==> config.mk <==
export PLATFORM = sky130hd
export DESIGN_NAME = bj_redirect_unit_flat
export DESIGN_NICKNAME = d
export VERILOG_FILES = /design/src/rtl/bj_redirect_unit_if.sv /design/src/rtl/bj_redirect_unit.sv /design/src/flat_wrapper.sv
export SDC_FILE = /design/constraint.sdc
export NUM_CORES = 1
export LEC_CHECK = 0
export CORE_MARGIN = 2
export CORE_UTILIZATION = 35
export DETAILED_ROUTE_END_ITERATION = 10
export PLACE_DENSITY_LB_ADDON = 0.08
export SYNTH_ARGS = -nofsm -noshare
export SYNTH_HDL_FRONTEND = slang
export SYNTH_SLANG_ARGS = --single-unit
==> constraint.sdc <==
create_clock -name clk -period 7.5 [get_ports clk]
set_input_delay 1.5 -clock clk [delete_from_list [all_inputs] [get_ports clk]]
set_output_delay 1.5 -clock clk [all_outputs]
set_load 0.005 [all_outputs]
==> src/rtl/bj_redirect_unit_if.sv <==
// Bus between decode/execute, the redirect unit and the fetch PC mux.
// Handshakes: in_valid/in_ready and redir_valid/redir_ready each move one item on a rising edge where both are 1.
interface bj_redirect_unit_if #(
    parameter int ADDR_W    = 32,
    parameter int INDEX_W   = 26,
    parameter int RAS_PTR_W = 3
);
    logic               in_valid;
    logic               in_ready;
    logic [ADDR_W-1:0]  npc;
    logic [ADDR_W-1:0]  rd1;
    logic [ADDR_W-1:0]  extend_out;
    logic [INDEX_W-1:0] instr_index;
    logic [1:0]         bj_type;
    logic               br_taken;
    logic               link;
    logic               ret;
    logic               flush;
    logic               redir_valid;
    logic               redir_ready;
    logic [ADDR_W-1:0]  redir_pc;
    logic               redir_adel;
    logic [ADDR_W-1:0]  ras_top_pc;
    logic               ras_empty;
    logic [RAS_PTR_W:0] ras_count;

    modport master (
        output in_valid, npc, rd1, extend_out, instr_index, bj_type, br_taken,
               link, ret, flush, redir_ready,
        input  in_ready, redir_valid, redir_pc, redir_adel, ras_top_pc, ras_empty, ras_count
    );

    modport slave (
        input  in_valid, npc, rd1, extend_out, instr_index, bj_type, br_taken,
               link, ret, flush, redir_ready,
        output in_ready, redir_valid, redir_pc, redir_adel, ras_top_pc, ras_empty, ras_count
    );
endinterface

==> src/rtl/bj_redirect_unit.sv <==
// Branch/jump target unit: registered redirect under valid/ready plus a circular return-address stack.
module bj_redirect_unit #(
    parameter int ADDR_W    = 32,
    parameter int INDEX_W   = 26,
    parameter int RAS_DEPTH = 8,
    parameter int RAS_PTR_W = 3
) (
    input  logic           clk,
    input  logic           resetn,
    bj_redirect_unit_if.slave bus
);
    localparam logic [1:0] BJ_J  = 2'd0;
    localparam logic [1:0] BJ_B  = 2'd1;
    localparam logic [1:0] BJ_JR = 2'd2;
    localparam logic [1:0] BJ_NOP = 2'd3;
    localparam logic [RAS_PTR_W:0] RAS_FULL = (RAS_PTR_W + 1)'(RAS_DEPTH);

    logic              accept;
    logic              taken;
    logic              do_push;
    logic              do_pop;
    logic [ADDR_W-1:0] target;
    logic [ADDR_W-1:0] link_pc;

    logic              redir_valid_q;
    logic [ADDR_W-1:0] redir_pc_q;
    logic              redir_adel_q;

    logic [ADDR_W-1:0]    ras_mem [RAS_DEPTH];
    logic [RAS_PTR_W-1:0] ras_ptr;
    logic [RAS_PTR_W-1:0] ras_ptr_inc;
    logic [RAS_PTR_W-1:0] ras_ptr_dec;
    logic [RAS_PTR_W:0]   ras_count;

    assign bus.in_ready = ~bus.flush & (~redir_valid_q | bus.redir_ready);
    assign accept       = bus.in_valid & bus.in_ready;
    assign link_pc      = bus.npc + ADDR_W'(4);

    always_comb begin
        target = bus.rd1;
        taken  = 1'b0;
        case (bus.bj_type)
            BJ_J: begin
                target = {bus.npc[ADDR_W-1:INDEX_W+2], bus.instr_index, 2'b00};
                taken  = 1'b1;
            end
            BJ_B: begin
                target = bus.npc + bus.extend_out;
                taken  = bus.br_taken;
            end
            BJ_JR: begin
                target = bus.rd1;
                taken  = 1'b1;
            end
            default: begin
                target = bus.rd1;
                taken  = 1'b0;
            end
        endcase
    end

    // Flush wins over everything; a new taken redirect may replace one being released this edge.
    always_ff @(posedge clk or negedge resetn) begin
        if (!resetn) begin
            redir_valid_q <= 1'b0;
            redir_pc_q    <= '0;
            redir_adel_q  <= 1'b0;
        end else if (bus.flush) begin
            redir_valid_q <= 1'b0;
        end else if (accept && taken) begin
            redir_valid_q <= 1'b1;
            redir_pc_q    <= target;
            redir_adel_q  <= (target[1:0] != 2'b00);
        end else if (bus.redir_ready) begin
            redir_valid_q <= 1'b0;
        end
    end

    assign do_push     = accept & (bus.bj_type != BJ_NOP) & bus.link;
    assign do_pop      = accept & (bus.bj_type != BJ_NOP) & bus.ret;
    assign ras_ptr_inc = ras_ptr + RAS_PTR_W'(1);
    assign ras_ptr_dec = ras_ptr - RAS_PTR_W'(1);

    // Push&pop on an empty stack has no top to replace, so it degrades to a plain push.
    always_ff @(posedge clk or negedge resetn) begin
        if (!resetn) begin
            ras_ptr   <= '0;
            ras_count <= '0;
            for (int i = 0; i < RAS_DEPTH; i++) ras_mem[i] <= '0;
        end else if (do_push && (!do_pop || ras_count == '0)) begin
            ras_ptr              <= ras_ptr_inc;
            ras_mem[ras_ptr_inc] <= link_pc;
            if (ras_count != RAS_FULL) ras_count <= ras_count + 1'b1;
        end else if (do_push) begin
            ras_mem[ras_ptr] <= link_pc;
        end else if (do_pop && ras_count != '0) begin
            ras_ptr   <= ras_ptr_dec;
            ras_count <= ras_count - 1'b1;
        end
    end

    assign bus.redir_valid = redir_valid_q;
    assign bus.redir_pc    = redir_pc_q;
    assign bus.redir_adel  = redir_adel_q;
    assign bus.ras_top_pc  = (ras_count != '0) ? ras_mem[ras_ptr] : '0;
    assign bus.ras_empty   = (ras_count == '0);
    assign bus.ras_count   = ras_count;
endmodule
==> src/flat_wrapper.sv <==
// flat-port wrapper written by rule: the top's interface ports become plain ports
module bj_redirect_unit_flat 
#(
    parameter int ADDR_W    = 32,
    parameter int INDEX_W   = 26,
    parameter int RAS_DEPTH = 8,
    parameter int RAS_PTR_W = 3
)
  (clk, resetn, bus_in_valid, bus_npc, bus_rd1, bus_extend_out, bus_instr_index, bus_bj_type, bus_br_taken, bus_link, bus_ret, bus_flush, bus_redir_ready, bus_in_ready, bus_redir_valid, bus_redir_pc, bus_redir_adel, bus_ras_top_pc, bus_ras_empty, bus_ras_count);
  bj_redirect_unit_if #(.ADDR_W(ADDR_W), .INDEX_W(INDEX_W), .RAS_PTR_W(RAS_PTR_W)) bus_i ();
  input  logic clk;
  input  logic resetn;
  input wire logic [$bits(bus_i.in_valid)-1:0] bus_in_valid;
  input wire logic [$bits(bus_i.npc)-1:0] bus_npc;
  input wire logic [$bits(bus_i.rd1)-1:0] bus_rd1;
  input wire logic [$bits(bus_i.extend_out)-1:0] bus_extend_out;
  input wire logic [$bits(bus_i.instr_index)-1:0] bus_instr_index;
  input wire logic [$bits(bus_i.bj_type)-1:0] bus_bj_type;
  input wire logic [$bits(bus_i.br_taken)-1:0] bus_br_taken;
  input wire logic [$bits(bus_i.link)-1:0] bus_link;
  input wire logic [$bits(bus_i.ret)-1:0] bus_ret;
  input wire logic [$bits(bus_i.flush)-1:0] bus_flush;
  input wire logic [$bits(bus_i.redir_ready)-1:0] bus_redir_ready;
  output wire logic [$bits(bus_i.in_ready)-1:0] bus_in_ready;
  output wire logic [$bits(bus_i.redir_valid)-1:0] bus_redir_valid;
  output wire logic [$bits(bus_i.redir_pc)-1:0] bus_redir_pc;
  output wire logic [$bits(bus_i.redir_adel)-1:0] bus_redir_adel;
  output wire logic [$bits(bus_i.ras_top_pc)-1:0] bus_ras_top_pc;
  output wire logic [$bits(bus_i.ras_empty)-1:0] bus_ras_empty;
  output wire logic [$bits(bus_i.ras_count)-1:0] bus_ras_count;
  assign bus_i.in_valid = bus_in_valid;
  assign bus_i.npc = bus_npc;
  assign bus_i.rd1 = bus_rd1;
  assign bus_i.extend_out = bus_extend_out;
  assign bus_i.instr_index = bus_instr_index;
  assign bus_i.bj_type = bus_bj_type;
  assign bus_i.br_taken = bus_br_taken;
  assign bus_i.link = bus_link;
  assign bus_i.ret = bus_ret;
  assign bus_i.flush = bus_flush;
  assign bus_i.redir_ready = bus_redir_ready;
  assign bus_in_ready = bus_i.in_ready;
  assign bus_redir_valid = bus_i.redir_valid;
  assign bus_redir_pc = bus_i.redir_pc;
  assign bus_redir_adel = bus_i.redir_adel;
  assign bus_ras_top_pc = bus_i.ras_top_pc;
  assign bus_ras_empty = bus_i.ras_empty;
  assign bus_ras_count = bus_i.ras_count;
  bj_redirect_unit #(.ADDR_W(ADDR_W), .INDEX_W(INDEX_W), .RAS_DEPTH(RAS_DEPTH), .RAS_PTR_W(RAS_PTR_W)) u_core (.clk(clk), .resetn(resetn), .bus(bus_i));
endmodule
==> flow_summary_export.csv, run 1 <==
group,metric,value,unit
layout,finalNonFillerCells,2431,
setup_path,timing.critical_path.buf_inv,2,
grt,antenna_found_initial,4,
power_and_ir_drop,p_per_area,361,mW/mm²
floorplanning,num_rows,77,
floorplanning,core_area,0.0444,mm²
layout,final_nets,1988,
yosys,synth_fp_nets,1828,
floorplanning,fp.dieW,217,µm
setup_path,critPathMaxFanout,27,
yosys,synth_top_area_share,47.0,%
floorplanning,dieHeight,217,µm
sta,finalSetupViolations,0,
setup_path,cpPeakStageDelay,0.75,ns
route,num_vias,12900,
setup_path,cp.required,6.00,ns
yosys,ys_seq_area_share,47.0,%
placement,place.gp.congestion,0.840,
yosys,synthCells,1656,
clocking,cts_tree,"yes",
route,drtIter0Drc,791,
layout,antennaDiodeCount,0,
outcome,outcome,"completed",
grt,grt_max_degree,117,
sta,worst_slew_pin_slew,1.20,ns
placement,dp_slack,1.90,ns
grt,grt_usage,21.5,%
sta,slew_viol_final,0,
yosys,synth_area_leader_cell,"dfrtp_1",
clocking,clock_path_buffers,3,
sta,finalHoldViolCount,0,
layout,drive_above_1_share,9.79,%
route,via_per_inst,5.30,
clocking,clock-sinks,297,
power_and_ir_drop,vdd_drop_max,0.165,mV
sta,setup-tns-final,0,ns
clocking,cts_hold_buf,0,
sta,period_share,68.5,%
grt,grt-ovfl-total,0,
setup_path,path_delay_family,"buffers and inverters",
setup_path,cp.arrival,3.64,ns
hold_path,hold_class,"reg2reg",
flow_run,maxCapViolCount,0,
sta,fin_ws,2.36,ns
clocking,post_cts_buffers,0,
setup_path,worstPathCellList,"buf_4 > mux4_2 > a221oi_1 > nor2_1 > clkdlybuf4s50_1",
yosys,ys_top_cells_by_area,"dfrtp_1 47%, mux4_2 7.0%, a21oi_1 6.1%",
sta,max_freq,0.195,GHz
clocking,numCtsBuffers,36,
route,routedWlPerCell,20.5,µm
placement,dpl.cell_count,2370,
sta,finalCriticalPeriod,5.14,ns
yosys,synth-main-ff-cell,"dfrtp_1",
route,drt_pre_antenna_iters,8,
grt,grt_pass1_vias,13200,
power_and_ir_drop,leakage,0.00828,µW
layout,mostFrequentLayoutCells,"294 x dfrtp_1, 223 x nand2_1, 210 x nor2_1",
sta,maxSlewHeadroom,19.3,%
clocking,post_cts_resized,0,
setup_path,path_class,"reg2out",
layout,syn2layout_area_growth,23.7,%
route,drc,0,
clocking,h-tree-depth,2,
sta,worst_hold_slack,0.472,ns
floorplanning,initial_core_util,35.6,%
yosys,ys_ff_latch,297,
layout,fin_area,0.0196,mm²
placement,portBuffers,203,
floorplanning,die_area,0.0469,mm²
setup_path,critical_path.slowest_cell,"dfrtp_4",
yosys,async_flop_share,100,%
placement,hpwl,34.1,mm
clocking,worstSkewPairLatency,0.53,ns
sta,fin_skew,0.0111,ns
clocking,clkTransAtPathRegs,0.06,ns
clocking,cts_root_buf,"clkbuf_16",
yosys,syn_area_per_cell,9.56,µm²
route,finalWirelength,49.9,mm
yosys,syn_area,0.0158,mm²
placement,postPlaceCellArea,0.0184,mm²
yosys,yosysWarningCount,0,
route,ant_nets,0,
yosys,ys_types,71,
setup_path,setup.worst_path.end_class,"primary output",
sta,rsz0062_at_grt,"false",
yosys,synth_edf_count,0,
setup_path,critPathLaunchType,"flop",
layout,final_common_cell,"dfrtp_1",
grt,grt_first_pass_wirelength,78.7,mm
floorplanning,ios,204,
## sequential cells by signal, summed over array words and instances, names as in the netlist
name                    count
u_core.ras_ptr              3
u_core.bus.ras_count        4
u_core.bus.redir_valid      1
u_core.bus.redir_adel       1
u_core.ras_mem            256
u_core.bus.redir_pc        32
## per-stage QoR
step | util [%] | power [µW]
after floorplan | - | 4230
after global placement | 41.4 | 5360
after detailed placement | 41.4 | 5400
after CTS | 44.1 | 7160
after global routing | 44.1 | 7580
final | 44.1 | 7060
## layer usage
layer  GRT usage, %  share of wire (%)
met1           29.9                 47
met2           34.9                 46
met3           4.53                5.7
met4           4.09                1.4
met5              0              0.050
## cell type report
| cell class | instances | area, µm² |
|---|---|---|
| clock buffer | 52 | 1030 |
| timing repair buffer | 230 | 2250 |
| inverter | 24 | 90.1 |
| tap | 592 | 741 |
| multi-input combinational | 1227 | 7880 |
| fill | 4349 | 24800 |
| sequential | 297 | 7440 |
| clock inverter | 9 | 138 |
## Yosys cell counts (4+ instances only)
cell type,number
a21o_1,20
a21oi_1,194
a221o_1,5
a221oi_1,27
a31oi_1,14
and2_1,5
and3_1,16
and4_1,5
buf_1,8
buf_2,30
buf_4,9
clkbuf_1,60
dfrtp_1,297
ha_1,38
inv_1,21
mux2_2,28
mux2i_1,22
mux4_2,49
nand2_1,225
nand2b_1,8
nand3_1,19
nand4_1,10
nor2_1,211
nor2b_1,6
nor3_1,14
nor4_1,6
o2111ai_1,4
o21a_1,5
o21ai_0,162
o21ai_1,5
o21bai_1,4
o221ai_1,4
o22ai_1,8
or3_1,9
xnor2_1,24
xor2_1,32
## tightest hold or removal path, delay by kind of cell (launching register included)
kind	cells	cell delay [ns]
AND/OR/NAND/NOR	1	0.04
AO/OA/AOI/OAI	1	0.06
flip-flops	1	0.33
## power breakdown
part | switching, µW | internal, µW | leakage (µW)
Sequential | 426 | 2250 | 0.00376
Clock | 696 | 1030 | 0.000562
Combinational | 1280 | 1380 | 0.00396
Total | 2400 | 4660 | 0.00828
## kinds of logic (layout without fill, tap and decap cells)
family          count (synthesis)  count (layout)  share of synthesized area, %
buf+inv                       132             315                          3.59
mux                           100             100                          10.4
xor+xnor                       56              56                          3.10
flops                         297             297                          47.0
fa+ha+maj                      40              40                          3.26
compound gates                486             486                          18.0
simple gates                  545             545                          14.6
## path summary, 6_finish.rpt
| kind | start | end | slack, ns | depth (start not counted) |
|---|---|---|---|---|
| worst max register to register | u_core.bus.redir_valid$_DFFE_PN0P_ | u_core.ras_mem[242]$_DFFE_PN0P_ | 3.49 | 12 |
| min in group asynchronous | resetn | u_core.ras_mem[130]$_DFFE_PN0P_ | 1.03 | 1 |
| worst min register to register | u_core.ras_mem[1]$_DFFE_PN0P_ | u_core.ras_mem[1]$_DFFE_PN0P_ | 0.47 | 2 |
| max in group asynchronous | resetn | u_core.ras_mem[242]$_DFFE_PN0P_ | 4.92 | 2 |
| worst min-delay path | u_core.ras_mem[1]$_DFFE_PN0P_ | u_core.ras_mem[1]$_DFFE_PN0P_ | 0.47 | 2 |
| worst max-delay path | u_core.ras_ptr[0]$_DFFE_PN0P_ | bus_ras_top_pc[13] | 2.36 | 5 |
Note: power is estimated with default switching activity, not from simulation.
==> run 2: changes to the inputs <==
==> constraint.sdc (replaced) <==
create_clock -name clk -period 5.3 [get_ports clk]
set_input_delay 1.06 -clock clk [delete_from_list [all_inputs] [get_ports clk]]
set_output_delay 1.06 -clock clk [all_outputs]
set_load 0.005 [all_outputs]
==> flow_summary_export.csv, run 2 (same netlist as run 1, synthesis figures left out) <==
group,metric,value,unit
power_and_ir_drop,p_per_area,512,mW/mm²
sta,period_share,87.6,%
sta,slew_viol_final,0,
setup_path,critPathLaunchType,"flop",
floorplanning,fp.dieW,217,µm
setup_path,setup.worst_path.end_class,"primary output",
sta,maxSlewHeadroom,24.4,%
layout,top_register,"u_core.ras_mem",
placement,portBuffers,203,
layout,seqCellArea,0.00744,mm²
clocking,cts_hold_buf,0,
floorplanning,num_rows,77,
layout,final_common_cell,"dfrtp_1",
sta,finalHoldViolCount,0,
layout,largest_reg_flops,256,
setup_path,cp.arrival,3.58,ns
clocking,clock-sinks,297,
floorplanning,initial_core_util,35.6,%
route,via_per_inst,5.25,
setup_path,worstPathCellList,"buf_12 > buf_4 > mux2i_1 > nor2_1 > a21oi_1 > nor2_1 > a221oi_1 > nor2_1 > clkdlybuf4s50_1",
sta,finalCriticalPeriod,4.64,ns
placement,hpwl,35.2,mm
power_and_ir_drop,vdd_drop_max,0.283,mV
setup_path,worst_r2r_path_depth,9,
sta,rsz0062_at_grt,"false",
route,finalWirelength,50.8,mm
grt,antenna_found_initial,0,
route,drt_pre_antenna_iters,6,
placement,place.gp.congestion,0.857,
sta,fin_ws,0.660,ns
sta,fin_skew,0.00968,ns
route,num_vias,12800,
layout,syn2layout_area_growth,24.7,%
floorplanning,core_area,0.0444,mm²
outcome,outcome,"completed",
sta,setup-tns-final,0,ns
floorplanning,die_area,0.0469,mm²
sta,finalSetupViolations,0,
setup_path,critPathMaxFanout,35,
layout,multiInputGateArea,0.00787,mm²
clocking,cts_tree,"yes",
grt,grt_first_pass_wirelength,79.6,mm
setup_path,path_class,"reg2out",
grt,grt_max_degree,88,
hold_path,hold_class,"reg2reg",
sta,worst_slew_pin_slew,1.13,ns
setup_path,cpPeakStageDelay,0.89,ns
grt,grt_pass1_vias,13200,
clocking,worstSkewPairLatency,0.55,ns
hold_path,hold_path_depth,2,
route,ant_nets,0,
layout,antennaDiodeCount,0,
clocking,numCtsBuffers,36,
route,drtIter0Drc,903,
layout,nFillCells,4299,
layout,final_nets,1997,
clocking,h-tree-depth,2,
floorplanning,ios,204,
clocking,post_cts_buffers,0,
setup_path,rrSetupSlack,1.66,ns
clocking,cts_root_buf,"clkbuf_16",
route,routedWlPerCell,20.8,µm
floorplanning,dieHeight,217,µm
layout,mostFrequentLayoutCells,"294 x dfrtp_1, 223 x nand2_1, 211 x nor2_1",
layout,drive_above_1_share,10.5,%
setup_path,cp_common_cell,"nor2_1",
placement,dp_slack,0.617,ns
grt,grt-ovfl-total,0,
sta,max_freq,0.216,GHz
setup_path,critical_path.slowest_cell,"dfrtp_4",
route,drc,0,
clocking,clock_path_buffers,3,
grt,grt_usage,22.0,%
flow_run,maxCapViolCount,0,
layout,fin_area,0.0197,mm²
placement,postPlaceCellArea,0.0185,mm²
clocking,clkTransAtPathRegs,0.06,ns
setup_path,cp.required,4.24,ns
clocking,post_cts_resized,0,
power_and_ir_drop,leakage,0.00838,µW
-- run 2: final timing paths --
check / from / endpoint
setup / recovery: u_core.ras_ptr[0]$_DFFE_PN0P_ / bus_ras_top_pc[29]
hold / removal: u_core.ras_mem[210]$_DFFE_PN0P_ / u_core.ras_mem[210]$_DFFE_PN0P_
min in group asynchronous: resetn / u_core.ras_mem[100]$_DFFE_PN0P_
max in group asynchronous: resetn / u_core.bus.redir_pc[30]$_DFFE_PN0P_
hold reg to reg: u_core.ras_mem[210]$_DFFE_PN0P_ / u_core.ras_mem[210]$_DFFE_PN0P_
setup reg to reg: u_core.ras_ptr[1]$_DFFE_PN0P_ / u_core.ras_mem[179]$_DFFE_PN0P_
-- run 2: stage by stage --
| stage | hold WS (ns) | util, % | instances | power (µW) |
|---|---|---|---|---|
| after floorplan | 0.445 | - | 1656 | 5980 |
| after global placement | 0.456 | 41.7 | 2379 | 7660 |
| after detailed placement | 0.466 | 41.7 | 2379 | 7710 |
| after CTS | 0.479 | 44.4 | 2444 | 10200 |
| after global routing | 0.491 | 44.4 | 2444 | 10800 |
| final | 0.474 | 44.4 | 2444 | 10100 |
-- run 2: worst max-delay path: cells and delay by family (launching register included) --
kind / cells / cell delay (ns)
buffers and inverters: 3 / 1.11
AO/OA/AOI/OAI: 2 / 0.58
multiplexers: 1 / 0.21
flip-flops: 1 / 0.89
AND/OR/NAND/NOR: 3 / 0.20
-- run 2: layout make-up --
cell class,instances,area share (%)
clock inverter,7,0.228
inverter,24,0.457
tap,592,3.75
clock buffer,58,5.85
timing repair buffer,239,12.1
sequential,297,37.7
multi-input combinational,1227,39.9
-- run 2: power breakdown --
part | leakage [µW] | total (µW) | switching (µW) | internal [µW]
logic | 0.00402 | 3820 | 1830 | 1990
clock network | 0.000596 | 2480 | 989 | 1490
registers | 0.00376 | 3800 | 618 | 3180
-- run 2: metal layers --
metal  GRT usage, %  wire, µm  share of wire (%)
met5              0         0                  0
met4           5.05       981                1.9
met3           4.65      2790                5.5
met2           36.7     24100                 47
met1           29.3     22900                 45
==> run 3: changes to the inputs <==
--- a/config.mk
+++ b/config.mk
@@ -5,6 +5,7 @@
 export SDC_FILE = /design/constraint.sdc
 export NUM_CORES = 1
 export LEC_CHECK = 0
+export CORE_ASPECT_RATIO = 0.9
 export CORE_MARGIN = 2
 export CORE_UTILIZATION = 35
 export DETAILED_ROUTE_END_ITERATION = 10
==> flow_summary_export.csv, run 3 (same netlist as run 1, synthesis figures left out) <==
group,metric,value,unit
floorplanning,dieHeight,206,µm
layout,drive_above_1_share,9.98,%
clocking,cts_tree,"yes",
setup_path,rrSetupSlack,1.61,ns
layout,top_register,"u_core.ras_mem",
setup_path,path_delay_family,"buffers and inverters",
placement,portBuffers,203,
clocking,cts_hold_buf,0,
power_and_ir_drop,pwr-share-clk,24.6,%
layout,nFillCells,4365,
route,drtIter0Drc,961,
floorplanning,core_area,0.0444,mm²
flow_run,maxCapViolCount,0,
sta,worst_slew_pin_slew,0.977,ns
hold_path,hold_class,"reg2reg",
floorplanning,num_rows,73,
clocking,clkTransAtPathRegs,0.06,ns
setup_path,cp_num_cells,8,
setup_path,cp_common_cell,"nor2_1",
floorplanning,initial_core_util,35.7,%
clocking,h-tree-depth,2,
sta,fin_ws,0.725,ns
sta,period_share,86.3,%
power_and_ir_drop,vdd_drop_max,0.286,mV
setup_path,cp.arrival,3.51,ns
outcome,outcome,"completed",
clocking,cts_root_buf,"clkbuf_16",
route,ant_nets,0,
setup_path,path_class,"reg2out",
placement,dp_slack,0.751,ns
clocking,worstSkewPairLatency,0.53,ns
grt,grt_max_degree,121,
route,routedWlPerCell,20.6,µm
layout,mostFrequentLayoutCells,"294 x dfrtp_1, 223 x nand2_1, 211 x nor2_1",
setup_path,critPathLaunch,"u_core.ras_ptr[0]$_DFFE_PN0P_",
sta,finalCriticalPeriod,4.57,ns
power_and_ir_drop,seqPwrFrac,37.8,%
power_and_ir_drop,switching_share,34.0,%
setup_path,setup.worst_path.end_class,"primary output",
sta,max_freq,0.219,GHz
layout,syn2layout_area_growth,24.2,%
route,drc,0,
sta,worst_hold_slack,0.475,ns
grt,grt_usage,21.8,%
route,finalWirelength,50.4,mm
sta,slew_viol_final,0,
grt,antenna_found_initial,4,
placement,place.gp.congestion,0.840,
setup_path,r2r_start,"u_core.bus.ras_count[1]$_DFFE_PN0P_",
sta,maxSlewHeadroom,34.9,%
grt,grt_first_pass_wirelength,78.8,mm
layout,largest_reg_flops,256,
power_and_ir_drop,switching_power,3410,µW
setup_path,cpPeakStageDelay,0.67,ns
route,via_per_inst,5.35,
setup_path,timing.critical_path.buf_inv,3,
setup_path,worstSetupEndpoint,"bus_ras_top_pc[13]",
sta,fin_skew,0.0193,ns
route,num_vias,13100,
route,drt_pre_antenna_iters,5,
clocking,clock-sinks,297,
grt,grt-ovfl-total,0,
setup_path,critPathMaxFanout,17,
setup_path,worstPathCellList,"clkinv_1 > nor2_1 > buf_4 > a21oi_1 > nor2_1 > a221oi_1 > nor2_1 > clkdlybuf4s50_1",
setup_path,critical_path.slowest_cell,"dfrtp_4",
power_and_ir_drop,power_frac_comb,37.6,%
clocking,post_cts_buffers,0,
placement,hpwl,34.6,mm
sta,rsz0062_at_grt,"false",
setup_path,worst_r2r_path_depth,9,
power_and_ir_drop,p_per_area,510,mW/mm²
sta,finalHoldViolCount,0,
floorplanning,ios,204,
floorplanning,die_area,0.0469,mm²
power_and_ir_drop,leakage,0.00833,µW
setup_path,critPathLaunchType,"flop",
setup_path,cp.required,4.24,ns
power_and_ir_drop,intPower,6620,µW
grt,grt_pass1_vias,12900,
clocking,post_cts_resized,0,
sta,finalSetupViolations,0,
clocking,clock_path_buffers,3,
layout,final_common_cell,"dfrtp_1",
layout,final_nets,1992,
floorplanning,fp.dieW,228,µm
clocking,numCtsBuffers,35,
setup_path,r2r-end,"u_core.ras_mem[243]$_DFFE_PN0P_",
sta,setup-tns-final,0,ns
[run 3: changes by cell type in the layout (fill, tap and decap cells not counted)]
cell / previous run / this run
inv_6: 2 / 1
clkinv_8: 0 / 1
clkbuf_8: 15 / 6
inv_2: 1 / 2
buf_4: 29 / 27
clkinvlp_4: 1 / 0
buf_12: 7 / 5
diode_2: 0 / 2
clkbuf_1: 6 / 8
clkbuf_16: 37 / 36
bufinv_16: 0 / 3
inv_1: 21 / 20
clkinv_4: 0 / 1
[run 3: power by group through the flow]
stage | combinational (µW) | sequential, µW | clock (µW)
6_report | 3770 | 3790 | 2470
5_1_grt | 4200 | 3910 | 2630
3_3_place_gp | 3770 | 3810 | 0
3_5_place_dp | 3800 | 3820 | 0
2_1_floorplan | 2430 | 3550 | 0
4_1_cts | 3830 | 3790 | 2530
[run 3: per-layer routing]
layer,global-route usage [%],vias to the layer above,wire (µm)
li1,-,6237,-
met3,2.80,61,2250
met1,31.8,6448,24600
met4,5.65,0,1020
met2,34.2,323,22600
met5,0,-,0
[run 3: worst min-delay path by stage]
stage / depth (start not counted) / from / slack, ns / end
2_1_floorplan: 2 / u_core.ras_mem[94]$_DFFE_PN0P_ / 0.44 / u_core.ras_mem[94]$_DFFE_PN0P_
3_3_place_gp: 2 / u_core.ras_mem[68]$_DFFE_PN0P_ / 0.46 / u_core.ras_mem[68]$_DFFE_PN0P_
3_5_place_dp: 2 / u_core.ras_mem[24]$_DFFE_PN0P_ / 0.46 / u_core.ras_mem[24]$_DFFE_PN0P_
4_1_cts: 2 / u_core.ras_mem[24]$_DFFE_PN0P_ / 0.48 / u_core.ras_mem[24]$_DFFE_PN0P_
5_1_grt: 2 / u_core.ras_mem[22]$_DFFE_PN0P_ / 0.50 / u_core.ras_mem[22]$_DFFE_PN0P_
6_report: 2 / u_core.ras_mem[22]$_DFFE_PN0P_ / 0.47 / u_core.ras_mem[22]$_DFFE_PN0P_
[run 3: area by class of cell]
type                       count  area, µm²  area share, %
inverter                      24       90.1          0.458
sequential                   297       7440           37.9
tap                          600        751           3.82
clock inverter                10        144          0.732
antenna                        2       5.00         0.0255
multi-input combinational   1227       7870           40.0
timing repair buffer         235       2340           11.9
clock buffer                  50       1010           5.16
[run 3: tightest hold or removal path, cell delays in order (launching register included)]
cell	delay, ns
dfrtp_1	0.34
nand2_1	0.04
o21ai_0	0.06
[run 3: per-stage QoR]
stage | power [µW] | util, % | std cells | area [µm²]
6_report | 10000 | 44.3 | 2445 | 19700
5_1_grt | 10700 | 44.3 | 2445 | 19700
4_1_cts | 10100 | 44.3 | 2443 | 19600
3_5_place_dp | 7630 | 41.7 | 2383 | 18500
3_3_place_gp | 7570 | 41.7 | 2383 | 18500
2_1_floorplan | 5980 | - | 1656 | 15800
